## src/rtl/unit_input_ctrl.sv

```systemverilog
// unit_input_ctrl: conditions three raw pushbuttons into the pattern unit's
// A/B selectors and Run enable. Each button is synchronised, debounced and
// edge-detected on the press; outputs are registered.

// Per-channel debouncer: accepts a level change only after DEBOUNCE_CYCLES
// consecutive stable samples and emits one registered pulse per accepted press.
module unit_input_ctrl_debounce #(
  parameter int unsigned DEBOUNCE_CYCLES = 16,
  parameter int unsigned CNT_W           = 16
) (
  input  logic clk,
  input  logic rst,
  input  logic level,
  output logic press
);

  localparam logic [CNT_W-1:0] LAST = CNT_W'(DEBOUNCE_CYCLES - 1);
  localparam logic [CNT_W-1:0] ONE  = CNT_W'(1);

  typedef enum logic [1:0] {
    IDLE,
    ARM_PRESS,
    HELD,
    ARM_RELEASE
  } state_t;

  state_t           state, state_n;
  logic [CNT_W-1:0] cnt, cnt_n;
  logic             press_n;

  // State, counter and press-pulse registers
  always_ff @(posedge clk or posedge rst) begin
    if (rst) begin
      state <= IDLE;
      cnt   <= '0;
      press <= 1'b0;
    end else begin
      state <= state_n;
      cnt   <= cnt_n;
      press <= press_n;
    end
  end

  // Next-state and counter update from the synchronised level
  always_comb begin
    state_n = state;
    cnt_n   = cnt;
    unique case (state)
      IDLE: begin
        if (level) begin
          state_n = ARM_PRESS;
          cnt_n   = ONE;
        end
      end
      ARM_PRESS: begin
        if (!level) begin
          state_n = IDLE;
          cnt_n   = '0;
        end else if (cnt == LAST) begin
          state_n = HELD;
          cnt_n   = '0;
        end else begin
          cnt_n = cnt + ONE;
        end
      end
      HELD: begin
        if (!level) begin
          state_n = ARM_RELEASE;
          cnt_n   = ONE;
        end
      end
      ARM_RELEASE: begin
        if (level) begin
          state_n = HELD;
          cnt_n   = '0;
        end else if (cnt == LAST) begin
          state_n = IDLE;
          cnt_n   = '0;
        end else begin
          cnt_n = cnt + ONE;
        end
      end
      default: begin
        state_n = IDLE;
        cnt_n   = '0;
      end
    endcase
  end

  // Press is asserted on the transition ARM_PRESS -> HELD only
  always_comb begin
    press_n = (state == ARM_PRESS) && level && (cnt == LAST);
  end

endmodule

// Top level: synchronisers, three debouncers and the output registers.
module unit_input_ctrl #(
  parameter int unsigned DEBOUNCE_CYCLES = 16,
  parameter int unsigned CNT_W           = 16
) (
  input  logic       clk,
  input  logic       Reset,
  input  logic       btnA,
  input  logic       btnB,
  input  logic       btnRun,
  output logic [1:0] A,
  output logic [1:0] B,
  output logic       Run,
  output logic       changed
);

  // bit 0 = A, bit 1 = B, bit 2 = Run
  logic [2:0] s1, s2;
  logic [2:0] press;

  // Two-flop synchronisers for the raw buttons
  always_ff @(posedge clk or posedge Reset) begin
    if (Reset) begin
      s1 <= '0;
      s2 <= '0;
    end else begin
      s1 <= {btnRun, btnB, btnA};
      s2 <= s1;
    end
  end

  unit_input_ctrl_debounce #(
    .DEBOUNCE_CYCLES(DEBOUNCE_CYCLES),
    .CNT_W          (CNT_W)
  ) u_deb_a (
    .clk  (clk),
    .rst  (Reset),
    .level(s2[0]),
    .press(press[0])
  );

  unit_input_ctrl_debounce #(
    .DEBOUNCE_CYCLES(DEBOUNCE_CYCLES),
    .CNT_W          (CNT_W)
  ) u_deb_b (
    .clk  (clk),
    .rst  (Reset),
    .level(s2[1]),
    .press(press[1])
  );

  unit_input_ctrl_debounce #(
    .DEBOUNCE_CYCLES(DEBOUNCE_CYCLES),
    .CNT_W          (CNT_W)
  ) u_deb_run (
    .clk  (clk),
    .rst  (Reset),
    .level(s2[2]),
    .press(press[2])
  );

  // Output registers: independent per channel, simultaneous presses all apply
  always_ff @(posedge clk or posedge Reset) begin
    if (Reset) begin
      A       <= 2'd0;
      B       <= 2'd0;
      Run     <= 1'b1;
      changed <= 1'b0;
    end else begin
      if (press[0]) A <= A + 2'd1;
      if (press[1]) B <= B + 2'd1;
      if (press[2]) Run <= ~Run;
      changed <= |press;
    end
  end

endmodule

```

## config.mk

```make
export PLATFORM = sky130hd
export DESIGN_NAME = unit_input_ctrl
export DESIGN_NICKNAME = d
export VERILOG_FILES = /design/src/rtl/unit_input_ctrl.sv
export SDC_FILE = /design/constraint.sdc
export NUM_CORES = 1
export LEC_CHECK = 0
export ABC_AREA = 1
export CORE_UTILIZATION = 50
export CTS_CLUSTER_SIZE = 20
export DETAILED_ROUTE_END_ITERATION = 10
export PLACE_DENSITY = 0.77
export RECOVER_POWER = 100
export SLEW_MARGIN = 30
export SYNTH_ARGS = -nofsm -noshare
export SYNTH_HDL_FRONTEND = slang
export SYNTH_SLANG_ARGS = --single-unit
export TNS_END_PERCENT = 50
```

## constraint.sdc

```tcl
create_clock -name clk -period 2.4 [get_ports clk]
set_input_delay 0.36 -clock clk [delete_from_list [all_inputs] [get_ports clk]]
set_output_delay 0.36 -clock clk [all_outputs]
set_load 0.1 [all_outputs]
```

==> flow_summary.yaml <==
run_status:
  status: "finished, final reports clean"
global_routing:
  grt_pass1_vias: 2898
  grt-ovfl-total: 0
  antenna_found_initial: 0
  grt_pass1_wl_mm: 12.87
  track_usage_pct: 21.33
  grt_max_degree: 70
floorplan:
  ios: 11
  die_x_um: 88.60
  die_y_um: 88.60
  initial_core_util_pct: 51.70
  core.rowCount: 31
  dieArea_um2: 7850
  core_area_um2: 7253
timing:
  whs_ps: 351.1
  final.min_clock_period_ps: 1963
  hold_viol: 0
  fmax_mhz: 509.5
  finalSetupViolations: 0
  relSlewSlack_pct: 21.95
  grt_setup_unrepaired: "no"
  fin_crit_sh_pct: 81.77
  fin_ws_ps: 437.4
  fin_skew_ps: 7.706
  maxSlewViolCount: 0
  worst_slew_pin_slew_ps: 1176
  setup_tns_ps: 0
yosys:
  synth.distinct_cells: 29
  synth_area_um2: 3750
  synth_top_area_cell: "dfrtp_1"
  synth-seq-area-share_pct: 46.08
  yosys_warnings: 0
  synth_cells: 487
  synth_seq_cells: 69
  ys_top_cells_by_area: "dfrtp_1 (45%), nand2_1 (14%), nor2_1 (6.0%)"
  synth_nets: 495
  synth_top_area_share_pct: 45.38
  syn_avg_cell_area_um2: 7.700
worst_setup_path:
  startpoint_type: "flop"
  path_class: "reg -> out"
  arrival_ps: 1600
  cp_num_buf_inv: 1
  startpoint: "B[0]$_DFFE_PP0P_"
  worst-path-max-fanout: 3
  end_kind: "primary output"
  reg2reg_from: "u_deb_b.cnt[0]$_DFFE_PP0P_"
  path_delay_family: "buffers and inverters"
  slowest_delay_ps: 880
  critPathRequiredTime_ps: 2040
  path_cells: "clkbuf_1"
  worst_path_max_delay_cell: "clkbuf_1"
clock_tree:
  clk_pin_slew_ps: 80
  cts_buffer_depth: 2
  cts_resized: 0
  cts_tree: "yes"
  root_buffer: "clkbuf_8"
  postCtsSetupRepairBufs: 0
  cts_buffers: 9
  clock_latency_ps: 340
  cts_max_level: 3
  postCtsHoldBufs: 0
  cts.sinks: 69
pwr:
  vdd_ir_drop_max_uv: 536.0
  power_leakage_uw: 0.001931
  p_per_area_nw_per_um2: 635.3
detailed_routing:
  detail_route.wl_per_cell_um: 12.19
  final_antenna_net_count: 0
  drt-vias-per-instance: 5.132
  drcViolationCount: 0
  drt_first_iter_violations: 167
  dr.pass1.iters: 5
  wl_mm: 7.459
  routed-via-count: 3141
min_path:
  hold_start: "s1[2]$_DFF_PP0_"
  hold_class: "reg -> reg"
finish:
  areaGrowthSynthToFinish_pct: 9.977
  fill_cells: 651
  final_cell_mix: "nand2_1 (146), dfrtp_1 (68), nor2_1 (63)"
  final_common_cell: "nand2_1"
  drive_above_1_share_pct: 8.382
  final_nets: 516
  diodes: 0
placement:
  dpl_worst_slack_ps: 887.7
  gp_congestion: 0.9012
  portBuffers: 10
  hpwl_mm: 5.254
run:
  cap_viol_max_count: 0
==> kinds of logic after synthesis <==
logic type | synth area share (%)
adders and majority gates | 1.001
AOI/OAI and AO/OA | 7.341
xor gates and xnor gates | 4.905
buffers and inverters | 6.206
and+or+nand+nor | 34.47
DFF | 46.08
==> power breakdown <==
| part | switching [µW] | internal (µW) | total (µW) | leakage, µW |
|---|---|---|---|---|
| Sequential | 56.3 | 1210 | 1270 | 0.000929 |
| Combinational | 208 | 85.1 | 293 | 0.000895 |
| Clock | 463 | 595 | 1060 | 0.000107 |
| Total | 727 | 1890 | 2620 | 0.00193 |
==> path summary, 6_finish.rpt <==
| kind | end | slack (ps) | cells after the start |
|---|---|---|---|
| max | B[0] | 440 | 1 |
| min | s2[2]$_DFF_PP0_ | 350 | 0 |
| max reg2reg | u_deb_b.cnt[13]$_DFFE_PP0P_ | 610 | 8 |
| min reg2reg | s2[2]$_DFF_PP0_ | 350 | 0 |
| max in group asynchronous | Run$_DFFE_PP1P_ | 1520 | 3 |
| min in group asynchronous | u_deb_b.cnt[1]$_DFFE_PP0P_ | 560 | 3 |
==> sequential cells by signal, summed over array words and instances (netlist names), named ones only <==
name and cells:
u_deb_b.cnt 16, s1 3, u_deb_b.state 1, A 2, Run 1, u_deb_a.cnt 16, u_deb_a.press 1, u_deb_run.cnt 16
B 2, u_deb_b.press 1, u_deb_a.state 1, changed 1, u_deb_run.press 1, u_deb_run.state 1, s2 3
==> worst register-to-register path: stages (launching register included) <==
cell,delay [ps]
dfrtp_1,400
ha_1,220
nand3_1,150
nor2_1,130
nand2_1,70
nand2_1,260
inv_1,230
nand3_1,140
o21ai_0,80
==> stage by stage <==
step | instances | util [%] | cell area [µm²] | total power, µW
5_1_grt | 612 | 56.86 | 4124 | 2752
6_report | 612 | 56.86 | 4124 | 2620
2_1_floorplan | 487 | - | 3750 | 1511
3_3_place_gp | 596 | 54.75 | 3971 | 1589
3_5_place_dp | 596 | 54.75 | 3971 | 1608
4_1_cts | 612 | 57.81 | 4193 | 2677
==> area by class of cell <==
class,count,area (µm²),share of cell area [%]
multi-input combinational,357,1742,42.23
timing repair buffer,11,83.83,2.033
clock buffer,10,127.6,3.095
tap,99,123.9,3.004
inverter,60,225.2,5.461
sequential,69,1728,41.90
clock inverter,6,93.84,2.275
==> synthesized netlist by cell type <==
library cell and instances:
or3_1 1, dfrtp_1 68, dfstp_2 1, nor2_1 60, o211ai_1 1, nor2_2 8
inv_1 52, xor2_1 16, nand2_4 4, inv_2 8, nor3_1 4, nand2_2 5
nor2_4 7, o22ai_1 7, nand3_2 5, a21oi_1 10, buf_4 1, nand3_1 37
nand2_1 142, ha_1 3, nand4_1 8, a31oi_1 1, xnor2_1 5, o21ai_1 8
nor3_2 1, o21ai_0 18, nand3b_1 1, o21bai_1 2, a21boi_1 3
==> layer usage <==
layer	GRT usage, %	vias up	part of all wire, %
li1	-	1593	-
met1	27.94	1464	46
met5	0	-	0
met4	7.185	0	1.3
met3	4.478	11	4.4
met2	35.31	73	48
Note: power is estimated with default switching activity, not from simulation.
==> edit 1, RTL diff (config.mk and constraints unchanged) <==
Remove the register `changed`: a continuous assignment takes its place, so the output `changed` follows one clock earlier.
--- a/src/rtl/unit_input_ctrl.sv
+++ b/src/rtl/unit_input_ctrl.sv
@@ -161,14 +161,14 @@
       A       <= 2'd0;
       B       <= 2'd0;
       Run     <= 1'b1;
-      changed <= 1'b0;
     end else begin
       if (press[0]) A <= A + 2'd1;
       if (press[1]) B <= B + 2'd1;
       if (press[2]) Run <= ~Run;
-      changed <= |press;
     end
   end
 
+  assign changed = |press;
+
 endmodule
 
Function: no difference found for any inputs over 10 cycles, from zero or initial values and one cycle with Reset high; that may be too few to reach the edited logic, so the function may still have changed.
==> edit 1 against the unedited design <==
  * First-iteration DRC count is 3.6% lower
  * Setup slack worse by 0.0067 ns
  * Cell count decreased by 0.16%
  * Sequential cell count shrank 1
  * Routed wire length down 3.9%
  * Critical path depth is the same
  * Power is 4.4% lower
  * Via count decreased by 1.6%
  * Final area decreased by 1.0%
  * Non-clock buffer count is the same
  * Area after synthesis down 0.67%
==> edit 1: results (changes against the unedited design) <==
| Metric | Value |
|---|---|
| Leading cell types by total area after synthesis | `sky130_fd_sc_hd__dfrtp_1, sky130_fd_sc_hd__nand2_1, sky130_fd_sc_hd__nor2_1, sky130_fd_sc_hd__inv_1, sky130_fd_sc_hd__nand3_1 (unchanged)` |
| Vias per std cell | `5.06 (was 5.13)` |
| Final WL | `7170 um (was 7460 um)` |
| Gr usage total | `0.206 (was 0.213)` |
| Net count after synthesis | `494 (was 495)` |
| Met3 track demand over resource | `0.0578 (was 0.0448)` |
| DRT iter0 DRCs | `161 (was 167)` |
| Most numerous cell types in the synthesized netlist | `sky130_fd_sc_hd__nand2_1, sky130_fd_sc_hd__dfrtp_1, sky130_fd_sc_hd__nor2_1, sky130_fd_sc_hd__inv_1, sky130_fd_sc_hd__nand3_1 (unchanged)` |
| Vias in the first global route | `2878 (was 2898)` |
| Leakage dissipation | `0.00191 uW (was 0.00193 uW)` |
| Proportion of layout cells with a drive suffix above 1 | `0.0898 (was 0.0838)` |
| Internal power of the cells | `1770 uW (was 1890 uW)` |
| Hold endpoint | `s2[1] (was s2[2])` |
| Critical R2R Launch | `u_deb_run.cnt[1] (was u_deb_b.cnt[0])` |
| Met1 routed wirelength after detailed routing | `3390 um (was 3460 um)` |
| Largest net degree at the start of global routing | `69 (was 70)` |
| Sequential cell area fraction in the yosys report | `0.457 (was 0.461)` |
| Wire length of the first global-routing pass | `12500 um (was 12900 um)` |
| Max-slew headroom at the worst pin | `0.230 (was 0.219)` |
| Worst VDD drop | `502 uV (was 536 uV)` |
| Capture point of the worst reg-to-reg path | `u_deb_run.cnt[10] (was u_deb_b.cnt[13])` |
| Hold Path Stages | `0 (unchanged)` |
| Met1 layer usage reported by global route | `0.260 (was 0.279)` |
| Final HPWL from detailed placement | `5040 um (was 5250 um)` |
| Part of the power in combinational logic | `0.114 (was 0.112)` |
| Met2 Routed Length | `3460 um (was 3580 um)` |
| Outcome | `complete, no violations (unchanged)` |
| Met3 WL | `249 um (was 325 um)` |
| Setup clock skew after layout | `0.00503 ns (was 0.00771 ns)` |
| Min-Delay Startpoint | `s1[1] (was s1[2])` |
| Clock network power | `972 uW (was 1060 uW)` |
| Fill cell total of the finished layout | `678 (was 651)` |
| Standard cell area after detailed placement | `3950 sq um (was 3970 sq um)` |
| RD Place Congestion | `0.908 (was 0.901)` |
-- edit 1: stage by stage --
stage | cells | power (uW) | worst slack [ns] | hold slack [ns] | util
after floorplan | 486 | 1490 | 0.330 | 0.331 | -
after CTS | 611 | 2570 | 0.678 | 0.355 | 0.575
after global placement | 595 | 1570 | 0.928 | 0.336 | 0.547
final | 611 | 2500 | 0.431 | 0.355 | 0.566
after global routing | 611 | 2630 | 0.365 | 0.366 | 0.566
after detailed placement | 595 | 1580 | 0.880 | 0.337 | 0.547
-- edit 1: layout make-up --
class                           count  area, sq um  share of cell area
Clock buffer                        9          124              0.0303
Clock inverter                      7         81.3              0.0199
Inverter                           60          225              0.0552
Multi-Input combinational cell    357         1740               0.426
Sequential cell                    68         1700               0.417
Tap cell                           99          124              0.0303
Timing Repair Buffer               11         85.1              0.0208
-- edit 1: kinds of logic after synthesis --
logic type,synth area share
xor+xnor,0.0494
fa+ha+maj,0.0101
compound gates,0.0739
buf+inv,0.0625
flops,0.457
simple gates,0.347
==> edit 2, RTL diff (same settings) <==
Made on the original files. `DEBOUNCE_CYCLES` is set to 16 in 2 places; all go to 8.
--- a/src/rtl/unit_input_ctrl.sv
+++ b/src/rtl/unit_input_ctrl.sv
@@ -5,7 +5,7 @@
 // Per-channel debouncer: accepts a level change only after DEBOUNCE_CYCLES
 // consecutive stable samples and emits one registered pulse per accepted press.
 module unit_input_ctrl_debounce #(
-  parameter int unsigned DEBOUNCE_CYCLES = 16,
+  parameter int unsigned DEBOUNCE_CYCLES = 8,
   parameter int unsigned CNT_W           = 16
 ) (
   input  logic clk,
@@ -96,7 +96,7 @@
 
 // Top level: synchronisers, three debouncers and the output registers.
 module unit_input_ctrl #(
-  parameter int unsigned DEBOUNCE_CYCLES = 16,
+  parameter int unsigned DEBOUNCE_CYCLES = 8,
   parameter int unsigned CNT_W           = 16
 ) (
   input  logic       clk,
Function: same outputs for any inputs over 10 cycles, from zero or initial values and one cycle with Reset high; that may be too few to reach the edited logic, so the function may still have changed.
==> edit 2 against the unedited design <==
  * Register-to-register slack worse by 0.11 ns
  * Cell count decreased by 2.5%
  * Routed wire length is 1.3% lower
  * Via count is 0.35% lower
  * First-iteration DRC count grew 16%
  * Power up 9.0%
  * Global-route usage rose by 0.88 points
  * Setup slack lost 0.020 ns
  * Clock power fell by 7%
  * Area after synthesis fell by 2.1%
  * Synthesized cell count down 1.8%
  * Final area decreased by 2.1%
  * Sequential cell count unchanged
  * Critical path type unchanged
  * Critical endpoint is now A[0]
  * Largest cell class is now flip-flops and latches
==> edit 2: results (changes against the unedited design) <==
| Metric | Value |
|---|---|
| Vias post-DR | `3130 (was 3141)` |
| Outcome | `complete, no violations (unchanged)` |
| Number of distinct library cell variants in the gate-level netlist after synthesis | `31 (was 29)` |
| Setup clock skew after layout | `0.0117 ns (was 0.00771 ns)` |
| Critical R2R Launch | `u_deb_run.cnt[0] (was u_deb_b.cnt[0])` |
| Worst VDD drop | `583 uV (was 536 uV)` |
| Worst setup path startpoint | `A[0] (was B[0])` |
| RD Place Congestion | `0.872 (was 0.901)` |
| Final HPWL from detailed placement | `5120 um (was 5250 um)` |
| Endpoint arrival time on the critical path | `1.62 ns (was 1.60 ns)` |
| Met1 routed wirelength after detailed routing | `3410 um (was 3460 um)` |
| Tightest Pin Transition | `1.19 ns (was 1.18 ns)` |
| Most numerous cell types in the synthesized netlist | `sky130_fd_sc_hd__nand2_1, sky130_fd_sc_hd__dfrtp_1, sky130_fd_sc_hd__inv_1, sky130_fd_sc_hd__nor2_1, sky130_fd_sc_hd__nand3_1 (was sky130_fd_sc_hd__nand2_1, sky130_fd_sc_hd__dfrtp_1, sky130_fd_sc_hd__nor2_1, sky130_fd_sc_hd__inv_1, sky130_fd_sc_hd__nand3_1)` |
| Proportion of layout cells with a drive suffix above 1 | `0.0719 (was 0.0838)` |
| Fill cell total of the finished layout | `603 (was 651)` |
| Min-Delay Startpoint | `s1[1] (was s1[2])` |
| Wire length of the first global-routing pass | `13200 um (was 12900 um)` |
| Cell count of the worst reg-to-reg path | `10 (was 8)` |
| Leakage dissipation | `0.00189 uW (was 0.00193 uW)` |
| Worst slack on hold paths | `0.363 ns (was 0.351 ns)` |
| DRT iter0 DRCs | `193 (was 167)` |
| Net count after synthesis | `486 (was 495)` |
| Leading cell types by total area after synthesis | `sky130_fd_sc_hd__dfrtp_1, sky130_fd_sc_hd__nand2_1, sky130_fd_sc_hd__inv_1, sky130_fd_sc_hd__nand3_1, sky130_fd_sc_hd__nor2_1 (was sky130_fd_sc_hd__dfrtp_1, sky130_fd_sc_hd__nand2_1, sky130_fd_sc_hd__nor2_1, sky130_fd_sc_hd__inv_1, sky130_fd_sc_hd__nand3_1)` |
| Final WL | `7360 um (was 7460 um)` |
| CP Capture Point | `A[0] (was B[0])` |
edit 2: cell count changes in the layout (fill, tap and decap cells not counted), sizes merged, moves of 3 or more:
cell / change
nor2: -24
xor2: -7
a21oi: +7
nand2: -6
inv: +3
o21ai: +4
clkinv: +4
nor3: +7
a21boi: -3
edit 2: worst min-delay path by stage:
stage               endpoint
finish                 s2[1]
global route           s2[1]
detailed placement     s2[1]
global placement       s2[0]
floorplan              s2[0]
CTS                    s2[1]
edit 2: layout make-up:
cell class / count / area, sq um / area share
sequential: 69 / 1730 / 0.428
inverter: 65 / 244 / 0.0604
clock buffer: 10 / 138 / 0.0341
clock inverter: 6 / 70.1 / 0.0174
tap: 96 / 120 / 0.0298
multi-input combinational: 340 / 1650 / 0.409
timing repair buffer: 11 / 83.8 / 0.0208
edit 2: through the flow:
stage          std cells   util  power (uW)  worst slack (ns)  cell area [sq um]
2_1_floorplan        478      -        1780             0.302               3670
3_3_place_gp         581  0.557        1900             0.840               3870
5_1_grt              597  0.581        3010             0.303               4040
3_5_place_dp         581  0.557        1920             0.731               3870
6_report             597  0.581        2850             0.417               4040
4_1_cts              597  0.587        2900             0.721               4080
edit 2: kinds of logic (layout without fill, tap and decap cells):
kind of cell / Yosys count / in the layout / share of synthesized area
and+or+nand+nor: 264 / 264 / 0.325
DFF: 69 / 69 / 0.471
adders and majority gates: 3 / 3 / 0.0102
buffers and inverters: 69 / 92 / 0.0736
AOI/OAI and AO/OA: 57 / 57 / 0.0825
xor gates and xnor gates: 16 / 16 / 0.0382
edit 2: report_power, final:
group | total [uW] | internal, uW | switching, uW | leakage, uW
logic | 519 | 134 | 385 | 0.000855
registers | 1350 | 1260 | 94.7 | 0.000930
clock network | 984 | 515 | 468 | 0.000107
edit 2: per-layer routing:
metal | global-route usage | vias up
li1 | - | 1568
met1 | 0.276 | 1454
met2 | 0.374 | 87
met3 | 0.0424 | 21
met4 | 0.109 | 0
met5 | 0 | -
